### src/rtl/sha256_digest_streamer.sv
// rtl/sha256_digest_streamer.sv - streams a captured SHA-256 digest as raw bytes or ASCII hex over a valid/ready byte port
module sha256_digest_streamer #(
  parameter bit HEX_UPPER      = 1'b0,
  parameter bit APPEND_NEWLINE = 1'b0
) (
  input  logic         clk,
  input  logic         rst_n,
  input  logic [255:0] digest_in,
  input  logic         digest_valid,
  input  logic         hex_mode,
  output logic [7:0]   tx_data,
  output logic         tx_valid,
  input  logic         tx_ready,
  output logic         tx_last,
  output logic         busy,
  output logic         overrun,
  input  logic         overrun_clr
);

  typedef enum logic {IDLE, SEND} state_t;

  state_t       state, state_d;
  logic [255:0] digest_q;
  logic         hex_q;
  logic [6:0]   index, index_d;
  logic [6:0]   last_idx;
  logic         dv_prev;
  logic         dv_edge;
  logic         final_hs;
  logic         capture;
  logic         overrun_set;
  logic [7:0]   raw_bytes [32];
  logic [3:0]   nibbles   [64];
  logic [3:0]   nib;
  logic [7:0]   hex_char;

  assign dv_edge  = digest_valid && !dv_prev;
  assign last_idx = hex_q ? (APPEND_NEWLINE ? 7'd64 : 7'd63) : 7'd31;
  assign final_hs = (state == SEND) && tx_ready && (index == last_idx);

  always_comb begin
    state_d     = state;
    index_d     = index;
    capture     = 1'b0;
    overrun_set = 1'b0;
    case (state)
      IDLE: begin
        if (dv_edge) begin
          capture = 1'b1;
          state_d = SEND;
          index_d = 7'd0;
        end
      end
      SEND: begin
        if (final_hs) begin
          // A fresh digest landing on the last handshake chains straight into a new stream.
          index_d = 7'd0;
          if (dv_edge) capture = 1'b1;
          else         state_d = IDLE;
        end else begin
          if (tx_ready) index_d = index + 7'd1;
          if (dv_edge)  overrun_set = 1'b1;
        end
      end
      default: state_d = IDLE;
    endcase
  end

  always_ff @(posedge clk or negedge rst_n) begin
    if (!rst_n) begin
      state    <= IDLE;
      index    <= 7'd0;
      digest_q <= '0;
      hex_q    <= 1'b0;
      dv_prev  <= 1'b0;
      overrun  <= 1'b0;
    end else begin
      state   <= state_d;
      index   <= index_d;
      dv_prev <= digest_valid;
      if (capture) begin
        digest_q <= digest_in;
        hex_q    <= hex_mode;
      end
      if (overrun_set)      overrun <= 1'b1;
      else if (overrun_clr) overrun <= 1'b0;
    end
  end

  for (genvar g = 0; g < 32; g++) begin : g_bytes
    assign raw_bytes[g] = digest_q[255-8*g -: 8];
  end
  for (genvar g = 0; g < 64; g++) begin : g_nibbles
    assign nibbles[g] = digest_q[255-4*g -: 4];
  end

  assign nib = nibbles[index[5:0]];

  always_comb begin
    hex_char = 8'h0A;
    if (!index[6]) begin
      if (nib < 4'd10) hex_char = 8'h30 + {4'h0, nib};
      else             hex_char = (HEX_UPPER ? 8'h41 : 8'h61) + {4'h0, nib} - 8'd10;
    end
  end

  assign tx_valid = (state == SEND);
  assign busy     = (state == SEND);
  assign tx_last  = tx_valid && (index == last_idx);
  assign tx_data  = !tx_valid ? 8'h00 : (hex_q ? hex_char : raw_bytes[index[4:0]]);

endmodule
### config.mk
export PLATFORM = sky130hd
export DESIGN_NAME = sha256_digest_streamer
export DESIGN_NICKNAME = d
export VERILOG_FILES = /design/src/rtl/sha256_digest_streamer.sv
export SDC_FILE = /design/constraint.sdc
export NUM_CORES = 1
export LEC_CHECK = 0
export CORE_AREA = 8 8 183 220
export DETAILED_ROUTE_END_ITERATION = 8
export DIE_AREA = 0 0 191 228
export PLACE_DENSITY_LB_ADDON = 0.2
export SYNTH_ARGS = -nofsm -noshare
export SYNTH_HDL_FRONTEND = slang
export SYNTH_SLANG_ARGS = --single-unit
export TNS_END_PERCENT = 30
### constraint.sdc
create_clock -name clk -period 3.8 [get_ports clk]
set_clock_uncertainty 0.05 [all_clocks]
set_input_delay 0.57 -clock clk [delete_from_list [all_inputs] [get_ports clk]]
set_output_delay 0.57 -clock clk [all_outputs]
set_load 0.02 [all_outputs]
# Word level (Yosys, flattened, before mapping)
# Index checks and enable logic that the tools add are counted.
dict set report word_totals {
  regBits 267
  input_bits 262
  out_inout_bits 12
  elab_cells 50
}
dict set report classes {
  add_sub_neg 4
  magnitude_cmp 3
  eq_ne 3
  muxes 24
  n_bitwise 3
  n_reduce_logical 7
}
# op n
set ops {}
lappend ops {{$mux W8} 6}
lappend ops {{$bmux W8 S5} 1}
lappend ops {{$bmux W4 S6} 1}
lappend ops {{$mux W7} 3}
lappend ops {{$pmux W7 S2} 1}
lappend ops {{$add A7 B4 Y8 const A} 1}
lappend ops {{$mux W4} 2}
lappend ops {{$sub A8 B4 Y8 const B} 1}
lappend ops {{$add A6 B4 Y7 const A} 1}
lappend ops {{$add A7 B1 Y7 const B} 1}
lappend ops {{$eq A7 B6 Y1} 1}
lappend ops {{$ge A7 B7 Y1 const B} 1}
lappend ops {{$mux W1} 7}
lappend ops {{$not A6 Y7} 1}
lappend ops {{$ge A6 B6 Y1 const B} 1}
lappend ops {{$mux W6} 1}
lappend ops {{$not A5 Y6} 1}
lappend ops {{$logic_and A1 B1 Y1} 4}
lappend ops {{$lt A4 B4 Y1 const B} 1}
lappend ops {{$pmux W1 S2} 2}
lappend ops {{$ne A3 B2 Y1 const B} 1}
lappend ops {{$ne A2 B2 Y1 const B} 1}
lappend ops {{$reduce_and A2 Y1} 1}
lappend ops {{$reduce_bool A2 Y1} 1}
lappend ops {{other kinds (2)} 2}

# Depth between registers and ports, before layout
# Gate-level depths: netlist of the first run.
dict set report logic_depth {
  ltp_word 10
  mapped_depth 14
  ltp_nobuf 10
}

# Least setup slack after synthesis of the first run
# No wires, ideal clock.
dict set report synth_path {
  path_type {register to output}
  startpoint {register index[1]}
  endpoint {output port tx_data[4]}
  t_arrival_ps 2913
  required_time_ps 3180
  path_slack_ps 267
  stages_incl_launch_ff 12
  n_path_buf 4
  cell_sequence {dfrtp_1 > buf_6 > buf_2 > buf_4 > buf_2 > mux4_2 > mux4_2 > o221ai_2 > ha_1 > nor2b_1 > o21a_1 > o22ai_1}
}
dict set report synth_between {
  elab_chain_cells 10
  elab_cells_between_ends 16
  classes_between {add/sub (3); order compare (1); mux (10); bitwise (2)}
}
# item line
set synth_rtl {}
lappend synth_rtl {{start: declaration} 25} ;# logic [6:0] index, index_d;
lappend synth_rtl {{start signal: assignment} 79} ;# index <= index_d;
lappend synth_rtl {{$not A6 Y7 (not written as such)} 97} ;# assign nib = nibbles[index[5:0]];
lappend synth_rtl {{$bmux W4 S6} 97}
lappend synth_rtl {{$mux W4 (not written as such) (2 in series)} 97}
lappend synth_rtl {{$add A7 B4 Y8} 103} ;# else hex_char = (HEX_UPPER ? 8'h41 : 8'h61) + {4'h0, nib} - 8'd10;
lappend synth_rtl {{$sub A8 B4 Y8} 103}
lappend synth_rtl {{$mux W8} 102} ;# if (nib < 4'd10) hex_char = 8'h30 + {4'h0, nib};
lappend synth_rtl {{$mux W8} 101} ;# if (!index[6]) begin
lappend synth_rtl {{$mux W8 (*) (2 in series)} 110} ;# assign tx_data = !tx_valid ? 8'h00 : (hex_q ? hex_char : raw_bytes[index[4:0]]);
lappend synth_rtl {{end: declaration} 11} ;# output logic [7:0] tx_data,
# Every way passes the cells marked *; elsewhere a longest branch is shown, timed or not. The select of a mux whose other input is x is not followed.

# Worst setup path in the final report of the first run
dict set report layout_path {
  startpoint {register index[0]}
  endpoint {output port tx_data[2]}
}
# Same word-level chain as after synthesis.

==> metrics.md, run 1 <==
| Metric | Value |
|---|---|
| Ys Warns | `0` |
| CP bufs+invs | `3` |
| Synth area leaders | `dfrtp_1 46%, mux4_2 22%, mux2_2 21%` |
| Finish-stage setup viols | `7` |
| Core area | `roughly 37000 sq um` |
| Final #Nets | `~1.5k` |
| Top cell type by total area after synthesis | `dfrtp_1` |
| R2r setup slk | `between 500 and 600 ps` |
| #FFs+latches synth | `~270` |
| Worst path max stage delay | `570 ps` |
| Clk sinks | `between 200 and 300` |
| Post-DR vias/cell | `5.524` |
| Share of post-route cells with drive strength above 1 | `a little under half` |
| Clk network pwr share | `between 20% and 30%` |
| Initial antenna violation count | `3` |
| Mapped Cells | `904` |
| CTS root buffer | `clkbuf_16` |
| Die Y-Extent | `roughly 230 microns` |
| Asr flop ratio synth | `100.0%` |
| Deepest level of the CTS H-tree | `1` |
| CTS buffer count | `30` |
| Internal power | `around 8 mW` |
| Register share of total power | `between 30% and 40%` |
| Power, Total | `between 10 and 15 mW` |
| CTS tree | `done` |
| Worst IR drop on VDD | `about 420 uV` |
| Total track usage | `between 10% and 20%` |
| WL final | `roughly 43000 microns` |
| Fin crit period | `4158 ps` |
| Initial DRC Count | `around 540` |
| Leak Pwr | `7.934 nW` |
| Mapped Area | `14450 sq um` |
| Maxcap violations | `0` |
| Detailed Routing Iterations Pass 1 | `5` |
| Critical Path Start Type | `register` |
| Core Util, Final | `roughly 53%` |
| Sw frac | `roughly a third` |
| Top cell type's share of synthesized area | `roughly 46%` |
| Area grow syn2layout | `32.80%` |
| DRC Markers | `0` |
| Seq/Total Area, Yosys | `between 40% and 50%` |
| Die width | `191 microns` |
| Critical path's top delay family | `multiplexers` |
| Hold WS | `-10.02 ps` |
| NetSw | `~4.0 mW` |
| Crit-path max FO | `5` |
| Antenna-violating nets left | `0` |
| Metal-1 WL | `~17000 microns` |
| Outcome | `complete, but fails checks` |
| Vias in the first global route | `around 11k` |
| CP arrival | `~3500 ps` |
| Clk Latency, worst-skew pair | `roughly 560 ps` |
| Slowest-stage cell, CP | `or4_4` |
| Met3 WL post-DR | `2468 microns` |
| Worst Path Required | `between 3000 and 4000 ps` |
| Hpwl dp | `31800 microns` |
| CP endpoint kind | `output pin` |
| Hold buffers post-CTS | `0` |
| RSZ-0062 raised after global routing | `true` |
| Placement Setup Slack | `-50.34 ps` |
| GR Overflow Total | `0` |
| Primary FF master, synth | `dfrtp_1` |
| Initial Util | `roughly 40%` |
| Cells on worst reg2reg path | `11` |
| Largest net degree at the start of global routing | `137` |
| CP most frequent cell | `buf_12` |
| Power share of the combinational group | `~45%` |
| Synth Area per Inst | `15.98 sq um` |
| Boundary Pins | `between 200 and 300` |
| Worst slew pin tran | `917.9 ps` |
| Fmax achieved | `roughly 240 MHz` |
| PwrDens | `625.5 nW/um^2` |
| Met2 WL | `22100 microns` |
| Reg clk slew, reported paths | `roughly 70 ps` |
| Die ar. | `roughly 44000 sq um` |
| Period utilisation layout | `109.4%` |
| FP Rows | `77` |
| Slew headroom | `38.81%` |
| GPL Wtd Cong | `about 0.80` |
| Final hold vios | `4` |
| Global-route wire length before repair | `between 60000 and 70000 microns` |
| CTS max path bufs | `3` |
| Worst Hold Class | `input port to async pin` |
| Crit Path Category | `register to output pin` |
| Fill count | `approximately 3.1k` |
| Critical Path, Cell by Cell | `buf_12, mux4_2, mux2_4, nor2_2, nor4_1, or4_4, inv_2, ha_4, nand2_2, mux2i_1, o22ai_2, buf_12` |
| Worst R2R End | `digest_q[74]` |
| Post-Syn Nets | `1168` |
| Failing checks | `hold timing, setup timing` |
| Post-DR wirelength/cell | `25.25 microns` |
| Total number of vias | `approximately 9.4k` |
| Post-synth EDFFs | `0` |
| Port Buffers | `273` |
| Post-synthesis cell type count | `57` |
| Top sig layer | `met5` |
| Setup WS post-layout | `-358.1 ps` |
| Max Slew Vio Count | `0` |
| R2r startpoint | `index[0]` |
## layer usage
layer	GRT usage, %	up-vias
met3	4.060	50
met2	33.38	270
met1	25.34	4923
met5	0	-
li1	-	4129
met4	5.121	2
## cells in the mapped netlist, types with 2 or more instances
master,instances
inv_1,3
o221ai_1,3
buf_6,6
nand3b_1,2
nor3b_1,3
o21ai_0,8
clkbuf_1,16
mux4_2,138
or2_2,2
and3_1,3
a21oi_1,6
buf_1,3
mux2_2,264
o22ai_1,12
dfrtp_1,267
nor3_1,7
nor2b_1,5
nand2_1,11
nor4_1,3
o21ai_1,2
nand2b_1,11
buf_4,8
ha_1,2
o31ai_1,4
or2b_2,3
buf_2,34
and2_1,3
clkbuf_8,5
mux4_1,6
nor2_1,18
mux2i_1,16
nand3_1,5
## stage by stage
step | cells | area (sq um) | TNS [ps]
after CTS | 1691 | 19060 | -2107
after floorplan | 904 | 14450 | 0
final | 1697 | 19190 | -1641
after global placement | 1627 | 17820 | -75.35
after detailed placement | 1627 | 17820 | -125.8
after global routing | 1697 | 19190 | -2558
## worst max path at each step
stage	from	end	slack, ps	cells after the start
2_1_floorplan	index[1]	tx_data[4]	270	11
3_3_place_gp	index[0]	tx_data[3]	-60	10
3_5_place_dp	index[0]	tx_data[2]	-50	10
4_1_cts	index[0]	tx_data[2]	-430	12
5_1_grt	index[0]	tx_data[2]	-480	12
6_report	index[0]	tx_data[2]	-360	12
## layout make-up
class	count	area, sq um	area share [%]
repair buffers	340	3521	18.35
clock buffers	43	900.9	4.695
well taps	474	593.1	3.091
flip-flops and latches	267	6694	34.88
clock inverters	10	82.58	0.4303
diodes	1	2.502	0.01304
multi-input cells	559	7385	38.48
inverters	3	11.26	0.05868
## flip-flops by register name, summed over array words and instances (netlist names)
name and cells:
busy 1, digest_q 256, dv_prev 1, hex_q 1, index 7, overrun 1
## logic make-up after synthesis
kind of cell             share of synthesized area, %
AO/OA/AOI/OAI                                   2.442
XOR/XNOR                                       0.1212
adder cells (fa/ha/maj)                        0.1731
buffers and inverters                           3.550
flip-flops                                      46.24
multiplexers                                    44.28
AND/OR/NAND/NOR                                 3.195
## layout by cell type, fill, tap and decap left out, drive strengths merged, types with 2 or more instances in the layout
master,count
nor2,18
nor3,7
clkdlybuf4s50,263
o21ai,12
o221ai,4
nand3,5
or2b,4
mux2,264
buf,73
nand2b,11
clkinvlp,3
mux2i,16
o22ai,12
ha,2
nand2,11
nor3b,3
clkbuf,44
nor2b,5
o31ai,4
and3,3
and2,3
mux4,144
dfrtp,267
inv,3
nand3b,2
nor4,3
clkinv,6
a21oi,6
a2111oi,2
or2,2
nor4b,2
## power by group through the flow
stage	logic [mW]	registers, mW	clock network [mW]
floorplan	3.37	3.55	0
global placement	4.93	3.81	0
detailed placement	4.96	3.82	0
CTS	5.24	3.78	2.97
global route	5.70	3.82	3.08
finish	5.36	3.76	2.89
## what timing repair did
action,CTS,global route
endpoints found under the hold margin,0,0
endpoints found under the setup margin,8,9
resized for setup,45,14
gates cloned,2,1
buffers inserted,9,4
pin swaps,6,6
Note: power is estimated with default switching activity, not from simulation.
==> run 2, diff against run 1 <==
CORE_AREA = 8 8 221 265   (was 8 8 183 220)
DIE_AREA = 0 0 229 273   (was 0 0 191 228)
==> metrics.md, run 2 (synthesis gave the netlist of run 1 again) <==
| Metric | Value |
|---|---|
| Outcome | `complete, but fails checks` |
| Failing checks | `setup timing` |
| Port Buffers | `273 (unchanged)` |
| Multi-input logic area | `7386 sq um (about the same)` |
| Die ar. | `62520 sq um (+44%)` |
| Final #Nets | `1467 (+0.14%)` |
| NetSw | `4.087 mW (+3.3%)` |
| Share of post-route cells with drive strength above 1 | `46.32% (-0.16 points)` |
| Worst slew pin tran | `767.7 ps (-150.2 ps)` |
| Crit Path Category | `register to output pin` |
| Post-DR vias/cell | `4.835 (-12%)` |
| Register share of total power | `30.5% (-0.8 points)` |
| Clk network pwr share | `25.3% (+1.2 points)` |
| Internal power | `8.313 mW (+3.3%)` |
| Placement Setup Slack | `-80.43 ps (-30.09 ps)` |
| Fmax achieved | `230.4 MHz (-4.2%)` |
| CTS max path bufs | `3 (unchanged)` |
| Core area | `54340 sq um (+49%)` |
| CTS tree | `done` |
| Worst R2R End | `digest_q[54]` |
| Sw frac | `32.96% (about the same)` |
| Min-delay src | `digest_valid` |
| Largest register FFs | `256 (unchanged)` |
| Fin crit period | `4341 ps (+182.9 ps)` |
| CTS root buffer | `clkbuf_16` |
| Storage cell area | `6694 sq um (unchanged)` |
| Initial Util | `26.59% (-13 points)` |
| CP arrival | `3720 ps (+180 ps)` |
| Power share of the combinational group | `44.1% (-0.6 points)` |
| Final hold vios | `0 (-4)` |
| Hpwl dp | `36740 microns (+16%)` |
| Cells on worst reg2reg path | `11 (unchanged)` |
| Boundary Pins | `274 (unchanged)` |
| CTS buffer count | `31 (+3.3%)` |
| R2r startpoint | `index[0]` |
| DRC Markers | `0 (unchanged)` |
| Power, Total | `12.40 mW (+3.3%)` |
| Core Util, Final | `35.88% (-17 points)` |
| Die width | `229 microns (+20%)` |
| FP Rows | `94 (+22%)` |
| Finish-stage setup viols | `6 (-1)` |
| WL final | `47660 microns (+11%)` |
| Initial antenna violation count | `2 (-1)` |
| RSZ-0062 raised after global routing | `true` |
| Antenna-violating nets left | `0 (unchanged)` |
| Vias in the first global route | `10.58k (+0.33%)` |
| Crit-path max FO | `4 (-1)` |
| Clk Latency, worst-skew pair | `570 ps (about the same)` |
| Worst IR drop on VDD | `577.8 uV (+38%)` |
| Total number of vias | `9394 (+0.21%)` |
| Fill count | `5273 (+71%)` |
| Area grow syn2layout | `34.91%` |
| Slowest-stage cell, CP | `dfrtp_4` |
| Placement Cell Area | `18180 sq um (+2.0%)` |
| Reg with most FFs | `digest_q` |
| Hold EP | `dv_prev` |
| Largest net degree at the start of global routing | `101 (-26%)` |
| Leak Pwr | `7.948 nW (+0.18%)` |
| R2r setup slk | `680 ps (+100 ps)` |
| GPL Wtd Cong | `0.8263 (+3.4%)` |
| CP endpoint kind | `output pin` |
| Worst Path Required | `3180 ps (about the same)` |
| Initial DRC Count | `577 (+6.3%)` |
| Detailed Routing Iterations Pass 1 | `4 (-1)` |
| PwrDens | `636.0 nW/um^2 (+1.7%)` |
| Slew headroom | `48.82% (+10 points)` |
| Worst path max stage delay | `510 ps (-60 ps)` |
| Setup WS post-layout | `-541.0 ps (-182.9 ps)` |
| Final std cell area, no fill | `19490 sq um (+1.6%)` |
| Critical Path, Cell by Cell | `buf_12, mux4_2, or3b_4, o221ai_2, nor3_4, or4_4, buf_6, buf_4, nor2b_1, o21a_1, o22ai_2, buf_6, buf_12` |
| Die Y-Extent | `273 microns (+20%)` |
| Period utilisation layout | `114.2% (+4.8 points)` |
| Leading cell types in the layout, fill and taps excluded | `263 x mux2_2, 263 x dfrtp_1, 263 x clkdlybuf4s50_1, 140 x mux4_2, 51 x buf_4` |
| Largest regs | `digest_q x256, index x7` |
| Post-DR wirelength/cell | `24.53 microns (-2.9%)` |
| Deepest level of the CTS H-tree | `1 (unchanged)` |
| WHS Path Cells | `1` |
| Critical Path Start Type | `register` |
| GR Overflow Total | `0 (unchanged)` |
| Max Slew Vio Count | `0 (unchanged)` |
| Maxcap violations | `0 (unchanged)` |
| Global-route wire length before repair | `70840 microns (+7.8%)` |
| Worst Hold Class | `input port to register` |
| Clk sinks | `267 (unchanged)` |
| Reg clk slew, reported paths | `70 ps (about the same)` |
| Total track usage | `14.95% (-4.8 points)` |
## run 2: critical path: cells and delay by family, from the launching register on
family	cells	cell delay (ps)
AND/OR/NAND/NOR	4	1110
buffers and inverters	5	680
flip-flops	1	510
AO/OA/AOI/OAI	3	450
multiplexers	1	410
## run 2: power groups by stage
stage	sequential [mW]	combinational [mW]	clock (mW)
after floorplan	3.55	3.37	0
after global placement	3.84	5.13	0
after detailed placement	3.85	5.15	0
after CTS	3.79	5.53	3.27
after global routing	3.85	5.85	3.38
final	3.79	5.47	3.14
## run 2: how the worst max path moves through the flow
stage	depth (start not counted)	start	to
2_1_floorplan	11	index[1]	tx_data[4]
3_3_place_gp	10	index[0]	tx_data[6]
3_5_place_dp	10	index[0]	tx_data[6]
4_1_cts	13	index[0]	tx_data[4]
5_1_grt	14	index[0]	tx_data[2]
6_report	13	index[0]	tx_data[4]
## run 2: layout make-up
class / count / share of cell area [%]
multi-input combinational: 559 / 37.89
sequential: 267 / 34.34
timing repair buffer: 341 / 17.67
tap: 720 / 4.621
antenna: 1 / 0.01284
clock buffer: 42 / 4.499
inverter: 3 / 0.05776
clock inverter: 10 / 0.9178
## run 2: timing repair
action	in CTS	in global routing
pin swaps	10	0
endpoints found under the setup margin	8	9
buffers inserted	10	0
endpoints found under the hold margin	2	0
gates resized for setup	48	6
cloned	0	0
hold buffers	1	0
## run 2: layer usage
| metal | part of all wire (%) | GRT usage (%) |
|---|---|---|
| met1 | 42 | 18.67 |
| met2 | 51 | 26.08 |
| met3 | 4.8 | 2.884 |
| met4 | 2.3 | 4.282 |
| met5 | 0.027 | 0 |
## run 2: through the flow
stage	hold slack, ps	TNS, ps	instances
global route	400.6	-3045	1943
floorplan	224.4	0	904
CTS	390.1	-2538	1942
global placement	451.0	-82.74	1880
detailed placement	466.9	-214.1	1880
finish	427.3	-2342	1943
==> run 3, diff against run 2 <==
CTS_CLUSTER_DIAMETER = 40   (was unset)
==> metrics.md, run 3 (synthesis gave the netlist of run 1 again) <==
| Metric | Value |
|---|---|
| Outcome | `complete, but fails checks` |
| Failing checks | `hold timing, setup timing` |
| Multi-input logic area | `7383 sq um (about the same)` |
| CTS buffer count | `47 (+52%)` |
| Die Y-Extent | `273 microns (unchanged)` |
| R2r setup slk | `590 ps (-90 ps)` |
| WL final | `48260 microns (+1.3%)` |
| Global-route wire length before repair | `71600 microns (+1.1%)` |
| Setup TNS | `-2462 ps (-120.5 ps)` |
| Crit-path max FO | `4 (unchanged)` |
| Core area | `54340 sq um (unchanged)` |
| CTS root buffer | `clkbuf_16` |
| Clk Latency, worst-skew pair | `560 ps (about the same)` |
| Reg clk slew, reported paths | `60 ps (about the same)` |
| FP Rows | `94 (unchanged)` |
| Post-DR vias/cell | `4.830 (about the same)` |
| Port Buffers | `273 (unchanged)` |
| Worst Hold Class | `input port to async pin` |
| Leak Pwr | `8.198 nW (+3.1%)` |
| DRC Markers | `0 (unchanged)` |
| Period utilisation layout | `114.2% (about the same)` |
| Fin crit period | `4339 ps (-1.644 ps)` |
| Total track usage | `15.23% (+0.27 points)` |
| Final hold vios | `8 (+8)` |
| Maxcap violations | `0 (unchanged)` |
| Initial DRC Count | `581 (+0.69%)` |
| Hpwl dp | `36740 microns (unchanged)` |
| CTS tree | `done` |
| Final std cell area, no fill | `20060 sq um (+2.9%)` |
| Worst IR drop on VDD | `636.6 uV (+10%)` |
| Reg with most FFs | `digest_q` |
| PwrDens | `679.2 nW/um^2 (+6.8%)` |
| Worst R2R End | `digest_q[47]` |
| CP arrival | `3720 ps (about the same)` |
| Die ar. | `62520 sq um (unchanged)` |
| CTS max path bufs | `3 (unchanged)` |
| Worst slew pin tran | `770.4 ps (+2.654 ps)` |
| Fill count | `5218 (-1.0%)` |
| RSZ-0062 raised after global routing | `true` |
| Clk sinks | `267 (unchanged)` |
| Initial antenna violation count | `4 (+2)` |
| Worst Path Required | `3180 ps (about the same)` |
| Share of post-route cells with drive strength above 1 | `47.49% (+1.2 points)` |
| Max Slew Vio Count | `0 (unchanged)` |
| Leading cell types in the layout, fill and taps excluded | `263 x mux2_2, 263 x dfrtp_1, 263 x clkdlybuf4s50_1, 140 x mux4_2, 50 x buf_4` |
| Setup WS post-layout | `-539.4 ps (+1.644 ps)` |
| Post-DR wirelength/cell | `24.42 microns (-0.43%)` |
| Largest regs | `digest_q x256, index x7` |
| Total number of vias | `9545 (+1.6%)` |
| Boundary Pins | `274 (unchanged)` |
| GR Overflow Total | `0 (unchanged)` |
| Slew headroom | `48.64% (-0.18 points)` |
| Hold WS | `-40.87 ps (-468.2 ps)` |
| R2r startpoint | `index[1]` |
| Largest register FFs | `256 (unchanged)` |
| Crit Path Category | `register to output pin` |
| Placement Cell Area | `18180 sq um (unchanged)` |
| Initial Util | `26.59% (unchanged)` |
| Critical Path Start Type | `register` |
| CP endpoint kind | `output pin` |
| Placement Setup Slack | `-80.43 ps (unchanged)` |
| Storage cell area | `6694 sq um (unchanged)` |
| Cells on worst reg2reg path | `10 (-1)` |
| Finish-stage setup viols | `7 (+1)` |
| Vias in the first global route | `10.77k (+1.8%)` |
| Fmax achieved | `230.4 MHz (about the same)` |
| Deepest level of the CTS H-tree | `2 (+1)` |
| Final #Nets | `1482 (+1.0%)` |
| Area grow syn2layout | `38.83%` |
| GPL Wtd Cong | `0.8263 (unchanged)` |
| Largest net degree at the start of global routing | `101 (unchanged)` |
| Detailed Routing Iterations Pass 1 | `4 (unchanged)` |
| Die width | `229 microns (unchanged)` |
| Antenna-violating nets left | `0 (unchanged)` |
## run 3: cell types whose count changed in the layout (fill, tap and decap cells not counted), moves of 4 or more
cell,previous run,this run
inv_6,0,6
clkinvlp_4,0,4
clkinv_4,1,6
clkbuf_16,31,49
clkbuf_8,6,1
## run 3: cell type report
cell class,instances,area share [%]
Tap cell,720,4.490
Inverter,3,0.05613
Timing Repair Buffer,340,17.29
Antenna cell,3,0.03742
Clock inverter,28,1.659
Sequential cell,267,33.37
Multi-Input combinational cell,559,36.80
Clock buffer,56,6.293
## run 3: worst max-delay path by stage
stage	start	to	slack (ps)
2_1_floorplan	index[1]	tx_data[4]	270
3_3_place_gp	index[0]	tx_data[6]	-40
3_5_place_dp	index[0]	tx_data[6]	-80
4_1_cts	index[0]	tx_data[4]	-560
5_1_grt	index[0]	tx_data[2]	-630
6_report	index[0]	tx_data[4]	-540
## run 3: per-stage QoR
stage	power [mW]	std cells	utilization (%)
6_report	13.63	1976	36.92
5_1_grt	14.32	1976	36.92
4_1_cts	13.81	1973	36.88
3_5_place_dp	8.996	1880	33.45
3_3_place_gp	8.971	1880	33.45
2_1_floorplan	6.919	904	-
## run 3: metal layers
metal  part of all wire, %  global-route usage, %
met1                    41                  18.69
met2                    50                  25.71
met3                   5.7                  3.745
met4                   3.2                  5.709
met5                 0.025                      0
## run 3: worst max-delay path: stages, from the launching register on
cell and delay, ps:
dfrtp_4 510, buf_12 150, mux4_2 410, or3b_4 390
o221ai_2 90, nor3_4 90, or4_4 500, buf_6 140
buf_4 130, nor2b_1 120, o21a_1 180, o22ai_2 190
buf_6 150, buf_12 110
## run 3: report_power, final
part | internal [mW] | leakage (nW) | switching [mW] | total [mW]
clock network | 2.74 | 0.773 | 1.55 | 4.29
logic | 3.12 | 4.12 | 2.42 | 5.55
registers | 3.31 | 3.31 | 0.489 | 3.79
## run 3: timing repair
action,4_1_cts,5_1_grt
cloned,1,0
gates resized for setup,44,4
setup buffers,9,0
setup endpoints to repair,8,7
hold buffers,0,0
pin swaps,10,0
endpoints found under the hold margin,0,0
